`src/rtl/dot_product.sv`:
```
// Two-stage pipelined signed dot product: stage 1 registers the element-wise
// products, stage 2 reduces them with a balanced adder tree into the output.
module dot_product #(
    parameter int N          = 4,
    parameter int DATA_WIDTH = 8,
    parameter int ACC_WIDTH  = 32
) (
    input  logic                               clk,
    input  logic                               rst_n,
    input  logic                               in_valid,
    input  logic signed [DATA_WIDTH-1:0]       x [N],
    input  logic signed [DATA_WIDTH-1:0]       w [N],
    output logic                               out_valid,
    output logic signed [ACC_WIDTH-1:0]        out
);

    localparam int PW     = 2 * DATA_WIDTH;
    localparam int LEVELS = (N > 1) ? $clog2(N) : 0;

    // Number of live operands at a given tree level (odd ones pass through).
    function automatic int levelCount(input int lvl);
        int c;
        c = N;
        for (int k = 0; k < lvl; k++) c = (c + 1) / 2;
        return c;
    endfunction

    logic signed [PW-1:0]        prodReg [N];
    logic                        validS1;
    logic signed [ACC_WIDTH-1:0] tree [LEVELS+1][N];

    always_ff @(posedge clk or negedge rst_n) begin
        if (!rst_n) begin
            for (int i = 0; i < N; i++) prodReg[i] <= '0;
            validS1 <= 1'b0;
        end else begin
            validS1 <= in_valid;
            if (in_valid) begin
                for (int i = 0; i < N; i++)
                    prodReg[i] <= PW'(x[i]) * PW'(w[i]);
            end
        end
    end

    for (genvar i = 0; i < N; i++) begin : g_leaf
        assign tree[0][i] = ACC_WIDTH'(prodReg[i]);
    end

    // Slots beyond a level's live operand count are tied to zero and never read.
    for (genvar l = 1; l <= LEVELS; l++) begin : g_level
        localparam int PREV = levelCount(l - 1);
        for (genvar i = 0; i < N; i++) begin : g_node
            if (i < PREV / 2) begin : g_add
                assign tree[l][i] = tree[l-1][2*i] + tree[l-1][2*i+1];
            end else if ((i == PREV / 2) && (PREV % 2 == 1)) begin : g_pass
                assign tree[l][i] = tree[l-1][PREV-1];
            end else begin : g_zero
                assign tree[l][i] = '0;
            end
        end
    end

    always_ff @(posedge clk or negedge rst_n) begin
        if (!rst_n) begin
            out       <= '0;
            out_valid <= 1'b0;
        end else begin
            out_valid <= validS1;
            if (validS1) out <= tree[LEVELS][0];
        end
    end

endmodule

```
`config.mk`:
```
export PLATFORM = sky130hd
export DESIGN_NAME = dot_product
export DESIGN_NICKNAME = d
export VERILOG_FILES = /design/src/rtl/dot_product.sv
export SDC_FILE = /design/constraint.sdc
export NUM_CORES = 1
export LEC_CHECK = 0
export BUFFER_PORTS_ARGS = -buffer_cell sky130_fd_sc_hd__buf_4
export CORE_ASPECT_RATIO = 1.75
export CORE_MARGIN = 8
export CORE_UTILIZATION = 40
export CTS_CLUSTER_DIAMETER = 80
export DETAILED_ROUTE_END_ITERATION = 12
export HOLD_SLACK_MARGIN = 0.15
export PLACE_DENSITY = 0.61
export SLEW_MARGIN = 20
export SYNTH_ARGS = -nofsm -noshare
export SYNTH_HDL_FRONTEND = slang
export SYNTH_SLANG_ARGS = --single-unit
```
`constraint.sdc`:
```
create_clock -name clk -period 5 [get_ports clk]
set_clock_uncertainty 0.1 [all_clocks]
set_input_delay 0.5 -clock clk [delete_from_list [all_inputs] [get_ports clk]]
set_output_delay 0.5 -clock clk [all_outputs]
set_load 0.02 [all_outputs]
```
* After elaboration in Yosys (flattened, before gate mapping)
Cells that the tools add are included.
Word-level totals: memory bits (read-only) 0, memory bits (writable) 0, memories 0, register bits after elaboration 98, output and inout bits 33, latch bits 0
Operators by class: equal/unequal tests 0, add/subtract/negate cells 3, mux-type cells 0, magnitude comparators 0, reductions and logical operators 0, divide/modulo/power cells 0, shifts and indexed selects 0, $mul 4, bitwise operators 0
Operators with widths (number):
- 8-bit by 8-bit multiplier with 16-bit output | 4
- 16-bit by 16-bit adder with 17-bit output | 2
- 17-bit by 17-bit adder with 18-bit output | 1

* Logic depth before layout (Yosys ltp)
depth in word-level cells 2, gate-level depth with buffers 17, mapped depth without buffers 17

* Worst setup path after synthesis
No wires, ideal clock.
path kind in2reg, start point input port x[5] in the netlist's numbering, end point register prodReg[15] in the netlist's numbering, arrival time 4226 ps, stages on the path 17, slack 550 ps, cell sequence and2_1 fa_1 inv_1 fa_1 inv_1 fa_1 inv_1 fa_1 inv_1 ha_1 o21ai_0 nor2_1 nor4_2 o31ai_1 o41a_1 xnor2_1 mux2_2
Between the ends: cells in the longest elaborated chain, start to end 1
Ends and longest elaborated chain:
- start, declared | RTL line 11 | input logic signed [DATA_WIDTH-1:0] x [N],
- 8-bit by 8-bit multiplier with 16-bit output | RTL line 40 | prodReg[i] <= PW'(x[i]) * PW'(w[i]);
- end signal, assigned by index | RTL line 40
- end, declared | RTL line 28 | logic signed [PW-1:0] prodReg [N];
No other way between the ends. A chain may end at the register's enable or synchronous reset.

* Worst setup path in the final report
start point input port x[29] in the netlist's numbering, end point register prodReg[63] in the netlist's numbering
The elaborated chain is that of the path after synthesis.

==> impl_metrics.csv <==
group,metric,value,unit
outcome,status,"finished clean",
routing,postRouteWirelength,31380,um
floorplan,num_rows,92,
yosys,ys_types,51,
cts,htree_num_levels,3,
sta,rsz0062_at_grt,"false",
floorplan,start_util,0.4034,
sta,tightest_slew,1.098,ns
routing,drcViolationCount,0,
routing,drtPass1Iterations,4,
critical_path,r2r-start,"prodReg[1]$_DFFE_PN0P_",
place,routabilityCongestion,0.8496,
power_and_ir_drop,max-vdd-ir-drop,0.5298,mV
run,cap_viol_max_count,0,
global_route,grt_use_total,0.1552,
cts,clock_latency,0.35,ns
global_route,grt_max_degree,57,
power_and_ir_drop,powerDensity,724.4,nW/um2
sta,timing.fmax,0.2218,GHz
cells_and_area,fillerInstances,3482,
place,place_hpwl,27540,um
place,pre_cts_ws,0.1197,ns
yosys,synth-seq-cells,84,
critical_path,crit_buf_inv,5,
sta,layout_setup_ws,0.4910,ns
yosys,yosysWarnings,0,
global_route,overflow,0,
floorplan,fp.dieW,159.9,um
yosys,synthCells,1472,
hold_path,min_from,"x[0]",
cells_and_area,layout_commonest_cell,"inv_1",
cells_and_area,final_cell_mix,"324 x inv_1, 253 x fa_1, 169 x and2_1, 133 x ha_1, 103 x buf_4",
critical_path,crit_required,5.14,ns
routing,wl_per_cell,15.41,um
yosys,synth_edf_count,0,
routing,final_antenna_net_count,0,
cts,clock_sinks,84,
yosys,syn_nets,1925,
sta,finalHoldViolCount,0,
critical_path,cp_max_fo,8,
routing,num_vias,9843,
sta,setup_tns,0,ns
cts,clockBufferDepth,2,
cells_and_area,register_area,2102,um2
global_route,antenna_found_initial,0,
cts,clk_pin_slew,0.07,ns
global_route,grt_pass1_vias,11280,
yosys,synthesis.area,14490,um2
critical_path,crit_arrival,4.65,ns
cells_and_area,area_delta_synth_final,10.75,%
cts,numCtsBuffers,9,
critical_path,critPathKind,"in -> reg",
cts,cts_resized,0,
routing,post_drt_via_cell_ratio,4.834,
critical_path,crit_start,"x[29]",
cells_and_area,insertedDiodeCount,0,
yosys,async_flop_share,1.000,
floorplan,core-area,35910,um2
sta,setup_viol,0,
critical_path,crit_chain,"buf_4, and2_1, fa_1, inv_1, fa_1, inv_1, fa_1, inv_1, fa_1, inv_1, ha_1, o21a_1, a21oi_1, a21oi_1, a211oi_1, a21oi_1, xnor2_1, mux2_2",
cts,cts_setup_buffers,0,
floorplan,die-area,42800,um2
global_route,grt_first_pass_wirelength,54250,um
hold_path,holdCritPathClass,"in -> reg",
yosys,post_synth.cell_area_avg,9.841,um2
routing,drt_iter0_markers,339,
sta,fin_crit_sh,0.9018,
cells_and_area,drive_gt1_frac,0.1169,
sta,fin_crit,4.509,ns
yosys,ys.flop_type,"dfrtp_1",
power_and_ir_drop,power.leakage,7.928,nW
sta,max_slew_margin,0.2681,
critical_path,critPathLaunchType,"primary input",
critical_path,slowest_delay,0.54,ns
critical_path,crit_family,"adder cells",
floorplan,pin_count,100,
floorplan,die_h,267.8,um
critical_path,crit_path_end_kind,"register",
yosys,seq_area_frac_synth,0.1451,
critical_path,slowest_stage,"fa_1",
cts,cts_tree,"yes",
place,port-buffer-count,99,
cells_and_area,nets,2014,
cells_and_area,multi_input_area,11010,um2
cts,root_buffer,"clkbuf_16",
sta,maxSlewViolCount,0,
sta,fin_hold_ws,0.3575,ns
kinds of logic (layout without fill, tap and decap cells):
group	Yosys count	count (layout)	synth area share
buffers and inverters	351	445	0.09458
and+or+nand+nor	381	381	0.1416
DFF	84	84	0.1451
muxes	57	57	0.04439
AOI/OAI and AO/OA	149	149	0.07108
adders and majority gates	386	386	0.4645
xor gates and xnor gates	64	64	0.03869
synth_stat cells, drive strengths merged (3+ instances only):
| library cell | instances | share of area |
|---|---|---|
| clkbuf | 11 | 0.0029 |
| nand4b | 3 | 0.0018 |
| buf | 15 | 0.0075 |
| o21ai | 25 | 0.0092 |
| a21oi | 36 | 0.012 |
| or3 | 7 | 0.0030 |
| nor2b | 32 | 0.014 |
| nand2 | 84 | 0.022 |
| nand2b | 12 | 0.0052 |
| mux2 | 55 | 0.043 |
| inv | 324 | 0.084 |
| o211a | 3 | 0.0021 |
| nand3 | 8 | 0.0028 |
| and2 | 169 | 0.073 |
| fa | 253 | 0.35 |
| xnor2 | 62 | 0.037 |
| a21o | 14 | 0.0073 |
| o21a | 24 | 0.012 |
| and3 | 4 | 0.0017 |
| nor3 | 14 | 0.0048 |
| o2bb2ai | 3 | 0.0018 |
| nor2 | 44 | 0.011 |
| o31ai | 12 | 0.0062 |
| dfrtp | 84 | 0.15 |
| ha | 133 | 0.11 |
| a211o | 4 | 0.0024 |
| a211oi | 14 | 0.0076 |
path summary, 6_finish.rpt:
check                                     endpoint  slack [ns]  depth (start not counted)
max                        prodReg[63]$_DFFE_PN0P_        0.49                         18
min                         prodReg[0]$_DFFE_PN0P_        0.36                          3
max reg2reg                    out[15]$_DFFE_PN0P_        1.12                         12
min reg2reg                     out[3]$_DFFE_PN0P_        0.41                          1
max in group asynchronous  prodReg[22]$_DFFE_PN0P_        3.21                          3
min in group asynchronous  prodReg[36]$_DFFE_PN0P_        0.60                          2
through the flow:
step                        util  total power, mW  cell area [um2]  cells
after floorplan                -            8.843            14490   1472
after global placement    0.4371            10.79            15700   2019
after detailed placement  0.4371            10.99            15700   2019
after CTS                 0.4467            11.82            16040   2036
after global routing      0.4467            13.06            16040   2036
final                     0.4467            11.62            16040   2036
area by class of cell:
class / instances / area share
clock inverters: 5 / 0.005225
clock buffers: 11 / 0.01575
inverters: 325 / 0.07604
repair buffers: 104 / 0.04882
well taps: 470 / 0.03665
flip-flops and latches: 84 / 0.1310
multi-input cells: 1037 / 0.6865
sequential cells by signal (all words and copies together) (netlist names):
signal	cells
prodReg	64
out_valid	1
validS1	1
out	18
worst min-delay path: stages:
cell and delay, ns:
buf_4 0.12, nand3_1 0.08, o21ai_0 0.07
routing by layer:
| metal | GRT usage | routed length [um] |
|---|---|---|
| met1 | 0.1620 | 11780 |
| met2 | 0.3144 | 18120 |
| met3 | 0.02101 | 791 |
| met4 | 0.04462 | 687 |
| met5 | 0 | 0 |
repair_timing:
item / in CTS / in global routing
hold buffers: 1 / 0
endpoints found under the hold margin: 44 / 0
endpoints found under the setup margin: 0 / 0
power breakdown:
part / switching, mW / leakage [nW] / internal [mW]
Combinational: 4.96 / 6.77 / 4.53
Clock: 0.287 / 0.158 / 0.466
Sequential: 0.322 / 0.998 / 1.05
Total: 5.57 / 7.93 / 6.05
(Power assumes the default switching activity.)
